$ cat config.mk
export PLATFORM = sky130hd
export DESIGN_NAME = mem_arbiter_n
export DESIGN_NICKNAME = d
export VERILOG_FILES = /design/src/rtl/mem_arbiter_n.sv
export SDC_FILE = /design/constraint.sdc
export NUM_CORES = 1
export LEC_CHECK = 0
export CORE_UTILIZATION = 35
export CTS_BUF_LIST = sky130_fd_sc_hd__clkbuf_8 sky130_fd_sc_hd__clkbuf_16
export DETAILED_ROUTE_END_ITERATION = 10
export PLACE_DENSITY = 0.72
export RECOVER_POWER = 25
export SYNTH_ARGS = -nofsm -noshare
export SYNTH_HDL_FRONTEND = slang
export SYNTH_SLANG_ARGS = --single-unit
$ cat constraint.sdc
create_clock -name clk -period 4.4 [get_ports clk]
set_input_delay 0.88 -clock clk [delete_from_list [all_inputs] [get_ports clk]]
set_output_delay 0.88 -clock clk [all_outputs]
set_load 0.02 [all_outputs]
$ cat src/rtl/mem_arbiter_n.sv
// N-port arbiter sharing one fixed-latency backing memory.
// Fixed (highest index) or round-robin priority, zero-bubble back-to-back grants.
module mem_arbiter_n #(
    parameter int NUM_PORTS   = 2,
    parameter int ADDR_W      = 16,
    parameter int DATA_W      = 16,
    parameter int MEM_LATENCY = 4,
    parameter int RR_MODE     = 0
) (
    input  logic                        clk,
    input  logic                        rst_n,
    input  logic [NUM_PORTS-1:0]        req,
    input  logic [NUM_PORTS-1:0]        wr,
    input  logic [NUM_PORTS*ADDR_W-1:0] addr,
    input  logic [NUM_PORTS*DATA_W-1:0] wdata,
    output logic [NUM_PORTS-1:0]        stall,
    output logic [NUM_PORTS-1:0]        done,
    output logic [DATA_W-1:0]           rdata,
    output logic                        mem_en,
    output logic                        mem_wr,
    output logic [ADDR_W-1:0]           mem_addr,
    output logic [DATA_W-1:0]           mem_wdata,
    input  logic [DATA_W-1:0]           mem_rdata
);

    localparam int PW = $clog2(NUM_PORTS);
    localparam int CW = (MEM_LATENCY > 1) ? $clog2(MEM_LATENCY) : 1;
    localparam logic [NUM_PORTS-1:0] ONE_HOT0 = {{(NUM_PORTS-1){1'b0}}, 1'b1};
    localparam logic [CW-1:0]        CNT_LAST = CW'(MEM_LATENCY - 1);
    localparam logic [PW-1:0]        PTR_INIT = PW'(NUM_PORTS - 1);

    typedef enum logic [0:0] {IDLE = 1'b0, BUSY = 1'b1} state_t;

    state_t               state_r, state_s;
    logic [CW-1:0]        cnt_r, cnt_s;
    logic [PW-1:0]        owner_r, rr_ptr_r, win_s;
    logic                 win_vld_s, done_cyc_s, rd_done_s;
    logic [NUM_PORTS-1:0] cand_s;
    logic                 mem_en_r, mem_wr_r;
    logic [ADDR_W-1:0]    mem_addr_r;
    logic [DATA_W-1:0]    mem_wdata_r, rdata_r;

    // Done-cycle detection and arbitration candidates (finishing owner excluded)
    always_comb begin
        done_cyc_s = (state_r == BUSY) && (cnt_r == CNT_LAST);
        rd_done_s  = done_cyc_s && !mem_wr_r;
        cand_s     = {NUM_PORTS{1'b0}};
        if (state_r == IDLE) begin
            cand_s = req;
        end else if (done_cyc_s) begin
            cand_s = req & ~(ONE_HOT0 << owner_r);
        end else begin
            cand_s = {NUM_PORTS{1'b0}};
        end
    end

    // Winner selection: round-robin from pointer+1, or highest pending index
    always_comb begin
        win_s     = {PW{1'b0}};
        win_vld_s = 1'b0;
        if (RR_MODE != 0) begin
            for (int k = 1; k <= NUM_PORTS; k++) begin
                logic take;
                take      = !win_vld_s && cand_s[PW'((int'(rr_ptr_r) + k) % NUM_PORTS)];
                win_s     = take ? PW'((int'(rr_ptr_r) + k) % NUM_PORTS) : win_s;
                win_vld_s = win_vld_s | take;
            end
        end else begin
            for (int i = 0; i < NUM_PORTS; i++) begin
                win_s     = cand_s[i] ? PW'(i) : win_s;
                win_vld_s = win_vld_s | cand_s[i];
            end
        end
    end

    // Next-state and latency counter
    always_comb begin
        state_s = state_r;
        cnt_s   = cnt_r;
        case (state_r)
            IDLE: begin
                cnt_s   = {CW{1'b0}};
                state_s = win_vld_s ? BUSY : IDLE;
            end
            BUSY: begin
                if (win_vld_s) begin
                    state_s = BUSY;
                    cnt_s   = {CW{1'b0}};
                end else if (done_cyc_s) begin
                    state_s = IDLE;
                    cnt_s   = {CW{1'b0}};
                end else begin
                    state_s = BUSY;
                    cnt_s   = cnt_r + {{(CW-1){1'b0}}, 1'b1};
                end
            end
            default: begin
                state_s = IDLE;
                cnt_s   = {CW{1'b0}};
            end
        endcase
    end

    // State register
    always_ff @(posedge clk or negedge rst_n) begin
        if (!rst_n) begin
            state_r <= IDLE;
            cnt_r   <= {CW{1'b0}};
        end else begin
            state_r <= state_s;
            cnt_r   <= cnt_s;
        end
    end

    // Grant latching, memory strobe and held read data
    always_ff @(posedge clk or negedge rst_n) begin
        if (!rst_n) begin
            owner_r     <= {PW{1'b0}};
            rr_ptr_r    <= PTR_INIT;
            mem_en_r    <= 1'b0;
            mem_wr_r    <= 1'b0;
            mem_addr_r  <= {ADDR_W{1'b0}};
            mem_wdata_r <= {DATA_W{1'b0}};
            rdata_r     <= {DATA_W{1'b0}};
        end else begin
            mem_en_r <= win_vld_s;
            if (win_vld_s) begin
                owner_r     <= win_s;
                rr_ptr_r    <= win_s;
                mem_wr_r    <= wr[win_s];
                mem_addr_r  <= addr[win_s*ADDR_W +: ADDR_W];
                mem_wdata_r <= wdata[win_s*DATA_W +: DATA_W];
            end
            if (rd_done_s) begin
                rdata_r <= mem_rdata;
            end
        end
    end

    assign done      = done_cyc_s ? (ONE_HOT0 << owner_r) : {NUM_PORTS{1'b0}};
    assign stall     = req & ~done;
    assign rdata     = rd_done_s ? mem_rdata : rdata_r;
    assign mem_en    = mem_en_r;
    assign mem_wr    = mem_wr_r;
    assign mem_addr  = mem_addr_r;
    assign mem_wdata = mem_wdata_r;

endmodule

After elaboration in Yosys (flattened, before gate mapping)
Cells that the tools add are included.

word-level totals
  register bits after elaboration = 54
  output and inout bits = 54

operators by class
  $add $sub $neg = 1
  order comparisons = 1
  equal/unequal tests = 1
  shift operators = 3
  mux-type cells = 14
  bitwise operators = 6
  reductions and logical operators = 3

operators by type and width
  kind                                                                  count
  32-bit by 6-bit variable part select with 16-bit output               2
  16-bit two-way mux                                                    1
  2-bit two-way mux                                                     5
  1-bit two-way mux                                                     6
  2-bit bitwise AND                                                     2
  2-bit inverter                                                        2
  2-bit one-hot mux with 2 select lines                                 1
  2-bit by 1-bit adder with 2-bit output, second input constant         1
  2-bit equality test, second input constant                            1
  1-bit logical AND                                                     2
  1-bit by 2-bit < comparator with 1-bit output, second input constant  1
  1-bit one-hot mux with 2 select lines                                 1
  1-bit by 1-bit << shifter with 2-bit output, first input constant     1
  1-bit logical NOT                                                     1
  1-bit inverter                                                        1
  1-bit bitwise OR                                                      1

Depth between registers and ports, before layout
Gate-level depths: netlist (run 1).

  depth in word-level cells = 8
  gate-level depth with buffers = 6
  gate-level depth less buffers = 4

Worst setup path before layout (run 1)
OpenSTA, ideal clock, no wires.

  path type = input-to-output
  start point = in req[1]
  end point = out stall[1]
  arrival = 1,614 ps
  required time = 3,520 ps
  path slack = 1,906 ps
  stages = 3
  cell sequence = buf_6 -> clkbuf_1 -> nor2b_1

on the way
  word-level cells in the longest chain between the ends = 1

ends and longest elaborated chain
  element            line  source
  start, declared    12    input logic [NUM_PORTS-1:0] req,
  2-bit bitwise AND  141   assign stall = req & ~done;
  end, declared      16    output logic [NUM_PORTS-1:0] stall,

No other way between the ends.

Final worst setup path (run 1)
  start point = reg cnt_r[0]
  end point = out rdata[14]

on the way
  word-level cells in the longest chain between the ends = 4

ends and longest elaborated chain
  element                 line  source
  start, declared         35    logic [CW-1:0] cnt_r, cnt_s;
  start signal, assigned  108   cnt_r <= {CW{1'b0}};
  start signal, assigned  111   cnt_r <= cnt_s;
  2-bit equality test     45    done_cyc_s = (state_r == BUSY) && (cnt_r == CNT_LAST);
  1-bit logical AND       45
  1-bit logical AND       46    rd_done_s = done_cyc_s && !mem_wr_r;
  16-bit two-way mux      n/a
  end, declared           18    output logic [DATA_W-1:0] rdata,

No other way between the ends.

==> results of run 1 <==
synthesized netlist by cell type (3+ instances only):
master,count
dfrtp_1,54
a211oi_1,33
a31oi_1,33
nand3_1,33
o211ai_1,33
clkbuf_1,24
mux2_2,16
buf_6,6
buf_2,5
nand2_1,3
nand2b_1,3
nor2_1,3
nor2b_1,3
registers in the layout (all words and copies together), names as in the netlist:
name	cells
cnt_r	2
mem_addr	16
mem_en	1
mem_wdata	16
mem_wr	1
owner_r	1
rdata_r	16
state_r	1
cell families after synthesis:
group	after synthesis	share of synthesized area (%)
and+or+nand+nor	48	9.00
buffers and inverters	36	6.84
DFF	54	49.6
adders and majority gates	1	0.459
muxes	17	7.16
AOI/OAI and AO/OA	103	27.0
per-stage QoR:
step / total power [uW] / hold slack (ps) / utilization, %
5_1_grt: 2900 / 454 / 56.6
3_3_place_gp: 2440 / 418 / 55.4
4_1_cts: 2770 / 443 / 56.7
2_1_floorplan: 1790 / 410 / -
3_5_place_dp: 2480 / 429 / 55.4
6_report: 2740 / 443 / 56.6
layout by cell type, fill, tap and decap left out:
cell / instances
mux2_4: 1
nor2b_2: 1
a31oi_1: 33
mux2_2: 16
clkbuf_1: 2
buf_4: 6
a211oi_1: 33
a21o_1: 1
clkdlybuf4s50_1: 138
o21ai_0: 1
o21ba_2: 1
clkinvlp_4: 1
dfrtp_1: 54
a21bo_2: 1
nand3_1: 33
and3_1: 1
nand2_1: 3
clkbuf_8: 5
o211ai_1: 33
nor2b_1: 2
or2_1: 1
clkinv_1: 1
clkinv_4: 1
inv_6: 1
nand2b_1: 3
nor2_1: 3
nand3b_1: 1
ha_1: 1
layout make-up:
| class | count | area, sq um |
|---|---|---|
| fillers | 633 | 3210 |
| well taps | 99 | 124 |
| inverters | 1 | 3.75 |
| clock inverters | 3 | 25.0 |
| multi-input cells | 169 | 1190 |
| clock buffers | 5 | 68.8 |
| repair buffers | 146 | 1430 |
| flip-flops and latches | 54 | 1350 |
power by group:
group | switching [uW] | internal (uW)
combinational | 838 | 743
clock | 173 | 115
sequential | 127 | 746
total | 1140 | 1600
routing by layer:
metal	vias up	routed length (um)	share of wire, %	track usage, %
li1	1248	-	-	-
met1	1239	3580	44	26.6
met2	140	3990	49	33.3
met3	8	569	6.9	3.89
met4	0	57	0.70	4.17
met5	-	0	0	0
worst max path at each step:
stage | slack [ps] | startpoint | to
6_report | 1000 | cnt_r[0] | rdata[14]
5_1_grt | 780 | rst_n | mem_wdata[10]
4_1_cts | 980 | cnt_r[0] | rdata[14]
3_5_place_dp | 1140 | req[1] | mem_addr[6]
3_3_place_gp | 1220 | req[1] | mem_addr[0]
2_1_floorplan | 1910 | req[1] | stall[1]
==> reports/qor.txt, run 1 <==
Max VDD drop: 222 uV
Final Instance Area: 0.00420 sq mm
Routed Antenna Nets: 0
fin. max-slew vios: 36
PD cells: 653 mW/mm^2
Reg2Reg Setup Slack: 2030 ps
Clock Latency Late Sink: 310 ps
WP data arrival: 2520 ps
status: finished, violations left
Min-Delay Path Class: register to register
Slew headroom: -20.8%
reg-to-reg endpoint: mem_addr[6]
GRT Total Usage: 19.9%
initial antenna violation count: 0
Synth area leaders: dfrtp_1, a211oi_1, o211ai_1
initial core utilization: 36.8%
Final Non-Filler Cells: 477
clk sinks: 54
RSZ-0062 raised after global routing: false
top_reg_cell synth: dfrtp_1
Buf/Inv on CP: 1
post-synthesis cell type count: 23
Syn Inst Count: 259
CP max FO: 16
syn avg cell area: 10.5 sq um
Slew @ Worst Pin: 1810 ps
drt wl/cell: 17.2 um
crit-path cells: ha_1 -> nand2_1 -> or2_1 -> mux2_2 -> clkdlybuf4s50_1
Post-DP Area: 0.00411 sq mm
clock transition at the registers of the reported paths: 100 ps
static leakage: 0.00159 uW
H-tree depth: 2
share of layout cells above drive strength 1: 8.99%
crit end category: output pin
Synth Net Count: 346
vias in the first global route: 2536
Critical Path RT: 3520 ps
Die Width: 90.2 um
routed vias: 2635
R2R cell count: 6
final setup margin: 1000 ps
family with the most delay on the worst path: simple AND/OR/NAND/NOR gates
Max clock buf depth: 2
FFs w/ async S/R, synth: 100%
hold buffer count at CTS: 0
Area Overhead vs Synth: 54.0%
# setup viols final: 0
gpl congestion: 0.742
row cnt: 31
CTS tree: yes
Port Buffers: 139
DR pass1 iterations: 4
CP Depth: 5
Core ar.: 0.00741 sq mm
largest net degree at the start of global routing: 39
routed wire length: 8200 um
I/O Pins: 140
Tcrit/Tclk final: 77.2%
clk root buf: clkbuf_8
post-synthesis sequential area ratio: 49.6%
WS Path Type: register to output pin
clock skew: 3.41 ps
Worst setup SP type: register
Ant. Diodes: 0
DP Cell Count: 469
critical path's largest stage delay: 560 ps
WHS Endpoint: cnt_r[0]
synthesized area: 0.00273 sq mm
Reg2Reg Launch Point: cnt_r[0]
vias per std cell: 5.52
first-pass GRT wire length: 13100 um
fin nets: 464
Die Y: 90.2 um
Final HPWL DP: 5580 um
Hold Crit Depth: 1
GR Overflow Total: 0
hold wc startpoint: cnt_r[0]
pre-CTS setup slack: 1140 ps
Final Hold Viols: 0
highest clock rate: 294 MHz
setup TNS: 0 ps
DRT iter0 DRCs: 127
violated checks: max-capacitance violations, max-slew violations
# Post-CTS Setup Buffers: 0
Seq cells post-synth: 54
number of synthesized flops with an enable pin: 0
top-area cell type share of the netlist area: 49.6%
leading area contributor after synthesis: dfrtp_1
PostCTS Resize Cnt: 0
Tmin final: 3400 ps
Synthesis Warnings: 0
Worst path slowest cell: clkdlybuf4s50_1
die footprint: 0.00814 sq mm
drc violations: 0
Num CTS Buffers: 5
# Max-Cap Violations: 1
Power figures use the tool's default switching activity.
==> inputs of run 2 (changes only) <==
--- a/config.mk
+++ b/config.mk
@@ -8,7 +8,7 @@
 export CORE_UTILIZATION = 35
 export CTS_BUF_LIST = sky130_fd_sc_hd__clkbuf_8 sky130_fd_sc_hd__clkbuf_16
 export DETAILED_ROUTE_END_ITERATION = 10
-export PLACE_DENSITY = 0.72
+export PLACE_DENSITY = 0.75
 export RECOVER_POWER = 25
 export SYNTH_ARGS = -nofsm -noshare
 export SYNTH_HDL_FRONTEND = slang
==> constraint.sdc (replaced) <==
create_clock -name clk -period 2.8 [get_ports clk]
set_input_delay 0.56 -clock clk [delete_from_list [all_inputs] [get_ports clk]]
set_output_delay 0.56 -clock clk [all_outputs]
set_load 0.02 [all_outputs]
==> run 2 against run 1 <==
The run now ends clean; final area increased by 2.5%; via count increased by 0.65%; total power increased by 60%; critical path depth increased by 1; highest routed layer unchanged; combinational power increased by 59%; largest power group unchanged; wire length increased by 0.41%; clock power increased by 74%.
==> reports/qor.txt, run 2 (synthesis results as in run 1) <==
R2R cell count: 5 (-1)
Clock Latency Late Sink: 300 ps (about the same)
static leakage: 0.00174 uW (+9.6%)
WS Path Type: register to output pin
Tcrit/Tclk final: 92.1%
clk sinks: 54 (unchanged)
Post-DP Area: 0.00419 sq mm (+1.9%)
CTS tree: yes
share of layout cells above drive strength 1: 10.3% (+1.3 points)
Final HPWL DP: 5720 um (+2.5%)
Max VDD drop: 366 uV (+65%)
# Post-CTS Setup Buffers: 0 (unchanged)
Final Hold Viols: 0 (unchanged)
Area Overhead vs Synth: 57.9%
# setup viols final: 0 (unchanged)
DRT iter0 DRCs: 143 (+13%)
clock transition at the registers of the reported paths: 90 ps (about the same)
area of the multi-input gates: 0.00119 sq mm (unchanged)
WP data arrival: 2020 ps (-500 ps)
Final Non-Filler Cells: 486 (+1.9%)
crit end category: output pin
met3 wire length: 549 um (-3.5%)
PD cells: 1020 mW/mm^2 (+56%)
Routed Antenna Nets: 0 (unchanged)
Clock power frac: 11.5% (+1.0 points)
reg-to-reg endpoint: mem_addr[11]
vias per std cell: 5.46 (-1.2%)
Reg2Reg Setup Slack: 780 ps (-1250 ps)
Ant. Diodes: 0 (unchanged)
Layout Utilization: 58.1% (+1.4 points)
CP max FO: 16 (unchanged)
Comb power frac: 57.4% (-0.2 points)
DP Cell Count: 478 (+1.9%)
Max clock buf depth: 2 (unchanged)
Die Width: 90.2 um (unchanged)
vias in the first global route: 2792 (+10%)
Hold Crit Depth: 1 (unchanged)
hold wc startpoint: cnt_r[0]
Fin Hold WS: 450 ps (+6.95 ps)
GRT Total Usage: 20.6% (+0.77 points)
Slew @ Worst Pin: 1270 ps (-539 ps)
routed length on met1: 3500 um (-2.5%)
routed vias: 2652 (+0.65%)
Final Instance Area: 0.00430 sq mm (+2.5%)
initial antenna violation count: 0 (unchanged)
Reg2Reg Launch Point: cnt_r[0]
drt wl/cell: 16.9 um (-1.4%)
Core ar.: 0.00741 sq mm (unchanged)
fill count: 665 (+5.1%)
status: completed
Reg power frac: 31.1% (-0.7 points)
die footprint: 0.00814 sq mm (unchanged)
Worst setup SP type: register
Num CTS Buffers: 5 (unchanged)
Die Y: 90.2 um (unchanged)
largest net degree at the start of global routing: 38 (-2.6%)
most frequent cells in the layout: clkdlybuf4s50_1, dfrtp_1
fin. max-slew vios: 0 (-100%)
routed wire length: 8230 um (+0.41%)
# Max-Cap Violations: 0 (-1)
I/O Pins: 140 (unchanged)
clock skew: 6.65 ps (+3.24 ps)
Top Metal Used: met4
GR Overflow Total: 0 (unchanged)
DR pass1 iterations: 4 (unchanged)
highest clock rate: 388 MHz
first-pass GRT wire length: 13600 um (+3.8%)
Port Buffers: 139 (unchanged)
sw frac: 40.6% (-0.89 points)
Min-Delay Path Class: register to register
H-tree depth: 2 (unchanged)
setup TNS: 0 ps (unchanged)
Tmin final: 2580 ps
hold buffer count at CTS: 0 (unchanged)
gpl congestion: 0.764 (+2.8%)
Critical Path RT: 2240 ps (-1280 ps)
initial core utilization: 36.8% (unchanged)
clk root buf: clkbuf_8
internal power: 2600 uW (+62%)
Psw: 1780 uW (+56%)
PostCTS Resize Cnt: 8 (+8)
WHS Endpoint: cnt_r[0]
Slew headroom: 15.2% (+36 points)
RSZ-0062 raised after global routing: false
CP Launch Point: cnt_r[0]
FF/Latch Area: 0.00135 sq mm (unchanged)
WL met2: 4140 um (+3.9%)
row cnt: 31 (unchanged)
fin nets: 473 (+1.9%)
drc violations: 0 (unchanged)
most common cell after layout, fill and taps aside: clkdlybuf4s50_1
run 2: cell types whose count changed in the layout (fill, tap and decap cells not counted), moves of 2 or more:
| cell | delta |
|---|---|
| buf_4 | +6 |
| dlygate4sd2_1 | +7 |
| dlymetal6s2s_1 | +9 |
| clkdlybuf4s50_1 | -16 |
| inv_1 | +2 |
run 2: critical path, cell delays in order (launching register included):
cell and delay, ps:
dfrtp_1 400, ha_1 230, nand2_1 80, or2_1 120, buf_6 190, mux2_2 370, dlygate4sd2_1 320
run 2: per-layer routing:
metal | vias to the layer above | track usage [%]
li1 | 1255 | -
met1 | 1273 | 25.7
met2 | 118 | 36.4
met3 | 6 | 4.91
met4 | 0 | 4.03
met5 | - | 0
run 2: area by class of cell:
type	count	area share (%)
timing repair buffer	155	35.5
inverter	1	0.0872
clock buffer	5	1.60
sequential	54	31.4
clock inverter	3	0.872
tap	99	2.88
multi-input combinational	169	27.7
run 2: power by group through the flow:
| stage | Sequential (uW) | Clock [uW] | Combinational (uW) |
|---|---|---|---|
| final | 1360 | 504 | 2510 |
| after global routing | 1410 | 554 | 2700 |
| after CTS | 1360 | 526 | 2550 |
| after detailed placement | 1380 | 0 | 2580 |
| after global placement | 1360 | 0 | 2540 |
| after floorplan | 1650 | 0 | 1160 |
run 2: worst max-delay path by stage:
stage	to	slack (ps)	depth (start not counted)
after floorplan	rdata[10]	810	6
after global placement	rdata[3]	350	6
after detailed placement	rdata[15]	300	6
after CTS	rdata[3]	6	6
after global routing	rdata[12]	100	6
final	rdata[0]	220	6
run 2: stage by stage:
stage          power, uW  setup WS, ps
4_1_cts             4430          6.14
2_1_floorplan       2810           812
3_3_place_gp        3900           348
6_report            4370           222
3_5_place_dp        3960           297
5_1_grt             4670          98.3
==> inputs of run 3 (changes only) <==
--- a/config.mk
+++ b/config.mk
@@ -8,7 +8,7 @@
 export CORE_UTILIZATION = 35
 export CTS_BUF_LIST = sky130_fd_sc_hd__clkbuf_8 sky130_fd_sc_hd__clkbuf_16
 export DETAILED_ROUTE_END_ITERATION = 10
-export PLACE_DENSITY = 0.75
+export PLACE_DENSITY = 0.72
 export RECOVER_POWER = 25
 export SYNTH_ARGS = -nofsm -noshare
 export SYNTH_HDL_FRONTEND = slang
==> constraint.sdc (replaced) <==
create_clock -name clk -period 2.81 [get_ports clk]
set_input_delay 0.562 -clock clk [delete_from_list [all_inputs] [get_ports clk]]
set_output_delay 0.562 -clock clk [all_outputs]
set_load 0.02 [all_outputs]
==> run 3 against run 2 <==
Die area unchanged; critical path depth unchanged; global-route usage up 0.22 points; final cell count down 0.62%; sequential share of layout area up 0.36 points; wire length up 2.9%; combinational power about the same; clock power down 20%; sequential cell count unchanged; first-iteration DRC count down 45%; sequential power about the same; total power down 2.8%; critical path type unchanged; critical endpoint is now rdata[3]; largest cell class unchanged; highest routed layer unchanged.
==> reports/qor.txt, run 3 (synthesis results as in run 1) <==
status: completed
clock transition at the registers of the reported paths: 90 ps (about the same)
largest net degree at the start of global routing: 38 (unchanged)
H-tree depth: 2 (unchanged)
Routed Antenna Nets: 0 (unchanged)
vias per std cell: 5.53 (+1.3%)
Worst setup SP type: register
gpl congestion: 0.761 (-0.33%)
initial antenna violation count: 0 (unchanged)
Port Buffers: 139 (unchanged)
Max VDD drop: 308 uV (-16%)
Layout Utilization: 57.4% (-0.66 points)
Tcrit/Tclk final: 90.7%
DRT iter0 DRCs: 78 (-45%)
# Max-Cap Violations: 0 (unchanged)
Core ar.: 0.00741 sq mm (unchanged)
Setup crit end: rdata[3]
highest clock rate: 392 MHz
crit end category: output pin
DR pass1 iterations: 4 (unchanged)
static leakage: 0.00173 uW (-0.70%)
setup TNS: 0 ps (unchanged)
Die Width: 90.2 um (unchanged)
most common cell after layout, fill and taps aside: clkdlybuf4s50_1
fill count: 658 (-1.1%)
CP Launch Point: cnt_r[0]
Tmin final: 2550 ps
drt wl/cell: 17.5 um (+3.6%)
WP data arrival: 1990 ps (-30 ps)
Final HPWL DP: 5780 um (+1.0%)
die footprint: 0.00814 sq mm (unchanged)
Slew @ Worst Pin: 1210 ps (-66.9 ps)
Max clock buf depth: 2 (unchanged)
Clock Latency Late Sink: 300 ps (about the same)
Num CTS Buffers: 5 (unchanged)
# setup viols final: 0 (unchanged)
Area Overhead vs Synth: 56.1%
I/O Pins: 140 (unchanged)
GR Overflow Total: 0 (unchanged)
share of layout cells above drive strength 1: 10.2% (-0.18 points)
Reg2Reg Launch Point: cnt_r[0]
RSZ-0062 raised after global routing: false
clk root buf: clkbuf_8
final setup margin: 260 ps (+38.1 ps)
WS Path Type: register to output pin
Ant. Diodes: 0 (unchanged)
routed vias: 2671 (+0.72%)
Die Y: 90.2 um (unchanged)
reg-to-reg endpoint: mem_addr[10]
drc violations: 0 (unchanged)
CTS tree: yes
initial core utilization: 36.8% (unchanged)
clk sinks: 54 (unchanged)
Min-Delay Path Class: register to register
R2R cell count: 6 (+1)
PD cells: 1000 mW/mm^2 (-1.7%)
routed wire length: 8470 um (+2.9%)
clock skew: 7.43 ps (+0.780 ps)
Power, Total: 4250 uW (-2.8%)
Final Hold Viols: 0 (unchanged)
pre-CTS setup slack: 316 ps (+19.8 ps)
CP max FO: 16 (unchanged)
GRT Total Usage: 20.8% (+0.22 points)
Critical Path RT: 2250 ps (about the same)
Slew headroom: 19.6% (+4.5 points)
vias in the first global route: 2749 (-1.5%)
fin. max-slew vios: 0 (unchanged)
most frequent cells in the layout: clkdlybuf4s50_1, dfrtp_1
Reg2Reg Setup Slack: 970 ps (+190 ps)
row cnt: 31 (unchanged)
fin nets: 471 (-0.42%)
first-pass GRT wire length: 13900 um (+2.1%)
-- run 3: layout make-up --
| type | instances | area [sq um] | area share [%] |
|---|---|---|---|
| Multi-Input combinational cell | 169 | 1190 | 28.0 |
| Clock inverter | 2 | 7.51 | 0.176 |
| Tap cell | 99 | 124 | 2.91 |
| Timing Repair Buffer | 153 | 1510 | 35.5 |
| Inverter | 1 | 3.75 | 0.0882 |
| Sequential cell | 54 | 1350 | 31.8 |
| Clock buffer | 5 | 68.8 | 1.62 |
-- run 3: worst min-delay path by stage --
stage	start	end	slack [ps]	cells after the start
finish	cnt_r[0]	cnt_r[0]	440	1
global route	cnt_r[0]	cnt_r[0]	460	1
floorplan	rst_n	cnt_r[0]	270	0
CTS	rst_n	mem_wdata[8]	230	1
global placement	cnt_r[0]	cnt_r[0]	420	1
detailed placement	cnt_r[0]	cnt_r[0]	430	1
-- run 3: what timing repair did --
item | 4_1_cts | 5_1_grt
setup endpoints to repair | 16 | 10
hold buffers | 0 | 0
buffers inserted | 0 | 0
resized for setup | 7 | 10
-- run 3: report_power, final --
part / total [uW] / internal, uW / switching, uW
Sequential: 1360 / 1170 / 192
Clock: 402 / 165 / 237
Combinational: 2490 / 1140 / 1350
-- run 3: per-stage QoR --
stage          cell area [sq um]  hold WS, ps  std cells
2_1_floorplan               2730          266        259
3_3_place_gp                4160          417        476
3_5_place_dp                4160          429        476
4_1_cts                     4230          228        483
5_1_grt                     4250          461        483
6_report                    4250          436        483
-- run 3: worst max-delay path, cell delays in order (launching register included) --
cell and delay [ps]:
dfrtp_1 390, ha_1 220, nand2_1 80, or2_1 120
buf_6 180, mux2_2 360, dlygate4sd2_1 330
-- run 3: per-layer routing --
layer	routed length, um	GRT usage [%]	vias up
met1	3760	27.4	1303
met5	0	0	-
met2	4160	36.0	106
met3	506	4.57	6
met4	47	2.82	0
li1	-	-	1256
